[config.mk]
export PLATFORM = sky130hd
export DESIGN_NAME = bist_sig_analyzer
export DESIGN_NICKNAME = d
export VERILOG_FILES = /design/src/rtl/bist_sig_analyzer.sv
export SDC_FILE = /design/constraint.sdc
export NUM_CORES = 1
export LEC_CHECK = 0
export BUFFER_PORTS_ARGS = -buffer_cell sky130_fd_sc_hd__buf_4
export CAP_MARGIN = 25
export CORE_MARGIN = 1.5
export CORE_UTILIZATION = 48
export DETAILED_ROUTE_END_ITERATION = 8
export PLACE_DENSITY = 0.76
export SYNTH_ARGS = -nofsm -noshare
export SYNTH_HDL_FRONTEND = slang
export SYNTH_SLANG_ARGS = --single-unit
export TNS_END_PERCENT = 1
[constraint.sdc]
create_clock -name clk -period 1.8 [get_ports clk]
set_input_delay 0.18 -clock clk [delete_from_list [all_inputs] [get_ports clk]]
set_output_delay 0.18 -clock clk [all_outputs]
set_load 0.03 [all_outputs]
[src/rtl/bist_sig_analyzer.sv]
`default_nettype none
// +--------------------------------------------------------------------------+
// | Module      : bist_sig_analyzer                                          |
// | Description : BIST output-response analyzer. Compacts W-bit responses    |
// |               into a MISR, counts accepted responses and, after          |
// |               N_PATTERNS of them, compares the signature against GOLDEN. |
// | Revision    : 1.0 - initial release                                      |
// +--------------------------------------------------------------------------+
module bist_sig_analyzer #(
  parameter int             W          = 5,
  parameter logic [W-1:0]   POLY       = 5'b00101,
  parameter int             N_PATTERNS = 31,
  parameter int             CNT_W      = 6,
  parameter logic [W-1:0]   GOLDEN     = 5'b00000
) (
  input  logic             clk,
  input  logic             rst,
  input  logic             start,
  input  logic             resp_valid,
  input  logic [W-1:0]     resp_in,
  output logic             busy,
  output logic             done,
  output logic             pass,
  output logic [W-1:0]     signature,
  output logic [CNT_W-1:0] count
);

  localparam logic [1:0] c_IDLE = 2'd0;
  localparam logic [1:0] c_RUN  = 2'd1;
  localparam logic [1:0] c_DONE = 2'd2;

  localparam logic [CNT_W-1:0] c_LAST = CNT_W'(N_PATTERNS);
  localparam logic [CNT_W-1:0] c_ONE  = CNT_W'(1);

  logic [1:0]       r_state;
  logic [W-1:0]     r_sig;
  logic [CNT_W-1:0] r_cnt;
  logic             r_pass;

  logic [W-1:0]     w_fb;
  logic [W-1:0]     w_next_sig;
  logic [CNT_W-1:0] w_cnt_inc;
  logic             w_last;

  // MISR next value: shift left, fold the outgoing MSB back through POLY, mix in the response
  always_comb begin
    w_fb       = r_sig[W-1] ? POLY : '0;
    w_next_sig = {r_sig[W-2:0], 1'b0} ^ w_fb ^ resp_in;
    w_cnt_inc  = r_cnt + c_ONE;
    w_last     = (w_cnt_inc == c_LAST);
  end

  // Session FSM with signature, counter and verdict registers
  always_ff @(posedge clk or negedge rst) begin
    if (!rst) begin
      r_state <= c_IDLE;
      r_sig   <= '0;
      r_cnt   <= '0;
      r_pass  <= 1'b0;
    end else begin
      case (r_state)
        c_IDLE, c_DONE: begin
          // A response arriving with start belongs to no session and is dropped
          if (start) begin
            r_state <= c_RUN;
            r_sig   <= '0;
            r_cnt   <= '0;
            r_pass  <= 1'b0;
          end
        end
        c_RUN: begin
          if (resp_valid) begin
            r_sig <= w_next_sig;
            r_cnt <= w_cnt_inc;
            if (w_last) begin
              r_state <= c_DONE;
              r_pass  <= (w_next_sig == GOLDEN);
            end
          end
        end
        default: begin
          r_state <= c_IDLE;
          r_pass  <= 1'b0;
        end
      endcase
    end
  end

  assign busy      = (r_state == c_RUN);
  assign done      = (r_state == c_DONE);
  assign pass      = r_pass;
  assign signature = r_sig;
  assign count     = r_cnt;

endmodule
`default_nettype wire

Yosys cells after proc, flatten, opt, wreduce, memory -nomap -nowiden

Index checks and enable logic that the tools add are counted.
Widths: inputs -> output; s select.

Input bits: 9
Bits in registers: 14
Output and inout port bits: 14
Word-level logic and storage cells: 34

Reductions and logical operators: 6
Multiplexer cells: 15
Equality and inequality tests: 6
Add/subtract/negate cells: 1
Bitwise logic cells: 2

Operators by type and width:

| operator            | count |
|---|---|
| $mux 6              | 2 |
| $pmux 6 s2          | 1 |
| $mux 5              | 2 |
| $pmux 5 s2          | 1 |
| $add 6x1->6 const B | 1 |
| $eq 6x5->1 const B  | 1 |
| $mux 2              | 3 |
| $reduce_and 3->1    | 2 |
| $logic_not 5->1     | 1 |
| $xor 5x3->5         | 1 |
| $xor 5x5->5         | 1 |
| $ne 2x2->1 const B  | 2 |
| $pmux 2 s2          | 1 |
| $mux 1              | 3 |
| $mux 3              | 1 |
| $eq 2x1->1 const B  | 1 |
| $eq 2x2->1 const B  | 1 |
| $logic_not 2->1     | 1 |
| $ne 2x1->1 const B  | 1 |
| $pmux 1 s2          | 1 |
| $reduce_bool 2->1   | 1 |
| $reduce_or 2->1     | 1 |

Longest topological paths before layout

Word-level depth: 7
Gate-level depth with buffers: 6

Worst setup path after synthesis

No wires, ideal clock.

Kind: register to register
Start point: register r_cnt[0] (netlist: count[0])
End point: register r_pass (netlist: pass)
Stages on the path, launching flop included: 6
Slack: 0.038 ns
Arrival time: 1.642 ns
Buffers on the path: 0
Clock period less this slack: 1.762 ns
Required time: 1.680 ns
Cell sequence: dfrtp_1 ha_1 xnor2_1 or3_1 o221a_1 a31o_1

Word-level cells in the longest chain between the ends: 4

RTL lines:

| item                              | RTL line | source |
|---|---|---|
| start, declared                   | 37       | `logic [CNT_W-1:0] r_cnt;` |
| start signal, assigned            | 74       | `r_cnt <= w_cnt_inc;` |
| $add 6x1->6                       | 49       | `w_cnt_inc = r_cnt + c_ONE;` |
| $eq 6x5->1                        | 50       | `w_last = (w_cnt_inc == c_LAST);` |
| $ne 2x1->1 (no source line)       | -        |  |
| $reduce_and 3->1 (no source line) | -        |  |
| end signal, assigned              | 77       | `r_pass <= (w_next_sig == GOLDEN);` |
| end, declared                     | 38       | `logic r_pass;` |

Every way passes these cells.
A chain may end at the register's enable or synchronous reset.

Worst setup path in the final report

Same ends and word-level chain as after synthesis.

==> key figures <==
Critical path
  – Crit. End Element: flop
  – Max stage delay cell, worst path: dfrtp_1
  – Reg2reg end: pass$_DFFE_PN0P_
  – Worst r2r src: count[0]$_DFFE_PN0P_
  – Arrival time worst endpoint: 1.86 ns
  – CP Max Fanout: 6
  – Flop2flop setup slack: 0.11 ns
  – Critical path cell sequence: ha_1 > xnor2_1 > or3_1 > o221a_1 > a31o_1
  – Critical path startpoint category: flop
  – Worst-case reg-to-reg path depth: 5
  – Critical path class: flop to flop
  – Req. time, crit path: 1.97 ns
  – CP max stage delay: 0.44 ns

Run
  – MaxCap Viol Count: 0

Global route
  – Via count of the first global-routing pass: 584
  – Initial antenna violation count: 0
  – First-pass GRT wire length: 2.684 mm
  – Global-route usage over all layers: 19.77%
  – Gr ovfl total: 0
  – Largest net degree at the start of global routing: 21

STA
  – Count of final hold-check violations: 0
  – Setup ws final: 0.1147 ns
  – RSZ-0062 raised after global routing: no
  – Final period util: 93.63%
  – Final setup viols: 0
  – Max-slew violations: 0
  – Min cycle time layout: 1.685 ns
  – Rel. slew slack: 70.03%
  – Max Clock Skew: 0.001002 ns
  – Slew @ Worst Pin: 0.4486 ns
  – Maximum clock frequency: 0.5934 GHz
  – TNS Setup: 0 ns

Power and ir drop
  – Leakage: 0.4326 nW
  – Total power: 0.001099 W
  – Power per Cell Area: 1162 nW/um^2
  – Max VDD drop: 623.1 uV

Routing
  – ANT nets after route: 0
  – DR DRC count: 0
  – DR WL/cell: 13.72 um
  – DR vias/cell: 5.603
  – DRT iter0 DRCs: 15
  – Drt first pass iters: 4
  – Total wire length: 1.591 mm
  – Via count: 650

Cells and area
  – Antenna cell count: 0
  – Most frequent cells in the layout: buf_4, dfrtp_1, o21ai_0
  – Commonest non-fill, non-tap cell in the layout: buf_4
  – Net count, final: 114
  – Design Area, Final: 945.9 sq um
  – Non-filler cells, final: 116
  – Ratio of cells with drive above 1 in the final layout: 26.73%
  – Area Overhead vs Synth: 28.35%

Die
  – Core ar.: 1366 sq um
  – Die area: 1780 sq um
  – I/O pin count: 23
  – Die outline height: 42.19 um
  – Site Rows: 13
  – Die Width: 42.19 um
  – Starting Density: 53.94%

Place
  – Post-DP HPWL: 1.172 mm
  – Port Buffers: 22
  – DP Area: 913.4 sq um
  – Placer Congestion: 0.8136
  – Post-place setup slack: 0.1318 ns
  – Cells after DPL: 112

Synthesis
  – Syn Inst Count: 78
  – Syn_nets: 89
  – Post-synth cell types: 22
  – Yosys reg bits: 14
  – Sequential-to-total area share from yosys stat: 47.54%
  – Total number of yosys warnings: 0
  – Avg Cell Area, Syn: 9.448 sq um
  – Cell area after synthesis: 737.0 sq um

Clock tree
  – CTS Buf Count: 3
  – Latest clock arrival within the worst-skew pair: 0.27 ns
  – Max Buffers Root-to-Sink: 2
  – Total number of H-tree levels: 1
  – TritonCTS clock tree: built
  – Root Driver: clkbuf_4
  – Worst-path clk slew: 0.08 ns
  – Clock Sink Count: 14

Run status
  – Status: finished clean

Min path
  – HP Class: primary input to flop
  – Hold Path Stages: 3
  – Hold EP: count[2]$_DFFE_PN0P_
  – Hold_sp: resp_valid
==> sequential cells by signal, indices dropped and copies added (netlist names) <==
name and cells:
count 6, signature 5, r_state 2, pass 1
==> cell usage after synthesis <==
library cell / count / area (sq um)
a22o_1: 1 / 8.760
dfrtp_1: 14 / 350.3
nand3b_1: 1 / 7.510
or3_1: 1 / 6.260
xor2_1: 2 / 17.52
o31ai_1: 2 / 15.01
a31o_1: 1 / 8.760
nor2b_1: 4 / 25.02
inv_1: 3 / 11.26
o221a_1: 1 / 11.26
xnor2_1: 7 / 61.31
and2_1: 1 / 6.260
nand2b_1: 1 / 6.260
clkbuf_1: 4 / 15.01
ha_1: 2 / 25.02
nand3_1: 11 / 55.05
o21ai_1: 1 / 5.000
nor2_2: 1 / 6.260
nand2_1: 3 / 11.26
nand4b_1: 1 / 8.760
o21ai_0: 12 / 60.06
nor2_1: 4 / 15.01
==> cells by family (layout without fill, tap and decap cells) <==
group / after synthesis / after routing / synth area share, %
simple gates: 28 / 28 / 20.04
compound gates: 18 / 18 / 14.77
flops: 14 / 14 / 47.54
xor+xnor: 9 / 9 / 10.70
buf+inv: 7 / 30 / 3.565
fa+ha+maj: 2 / 2 / 3.395
==> worst max-delay path by stage <==
stage | startpoint | endpoint | slack, ns | cells past startpoint
floorplan | count[0]$_DFFE_PN0P_ | pass$_DFFE_PN0P_ | 0.04 | 5
global placement | count[0]$_DFFE_PN0P_ | pass$_DFFE_PN0P_ | 0.17 | 5
detailed placement | count[0]$_DFFE_PN0P_ | pass$_DFFE_PN0P_ | 0.13 | 5
CTS | count[0]$_DFFE_PN0P_ | pass$_DFFE_PN0P_ | 0.11 | 5
global route | count[0]$_DFFE_PN0P_ | pass$_DFFE_PN0P_ | 0.003 | 5
finish | count[0]$_DFFE_PN0P_ | pass$_DFFE_PN0P_ | 0.11 | 5
==> layer usage <==
layer | vias to the layer above | global-route usage [%] | wire, um
met1 | 303 | 26.50 | 710
met5 | - | 0 | 0
met4 | 0 | 9.375 | 12
li1 | 318 | - | -
met2 | 27 | 31.38 | 754
met3 | 2 | 2.586 | 114
==> worst max-delay path: cells and delay by family (launching register included) <==
| kind | cells | cell delay, ns |
|---|---|---|
| flops | 1 | 0.44 |
| simple gates | 1 | 0.32 |
| xor+xnor | 1 | 0.13 |
| compound gates | 2 | 0.41 |
| fa+ha+maj | 1 | 0.27 |
==> final cells by class <==
| type | count | area (sq um) |
|---|---|---|
| fill | 113 | 420.4 |
| multi-input combinational | 57 | 360.3 |
| sequential | 14 | 350.3 |
| timing repair buffer | 24 | 182.7 |
| clock buffer | 3 | 22.52 |
| tap | 15 | 18.77 |
| inverter | 3 | 11.26 |
==> stage by stage <==
step                      util (%)  hold slack, ns
final                        69.23          0.1995
after global routing         69.23          0.2333
after CTS                    69.23          0.1972
after detailed placement     66.85         0.04050
after global placement       66.85         0.03954
after floorplan                  -         -0.1156
==> report_power, final <==
part	internal (W)	switching, W	total, W
logic	0.000188	0.000267	0.000455
clock network	0.0000775	0.0000972	0.000175
registers	0.000381	0.0000879	0.000469
total	0.000647	0.000452	0.00110
==> repair_timing <==
action | CTS | global route
buffers inserted | 0 | 0
setup endpoints to repair | 0 | 0
endpoints found under the hold margin | 14 | 0
gates resized for setup | 0 | 0
hold buffers | 1 | 0
(Power assumes the default switching activity.)
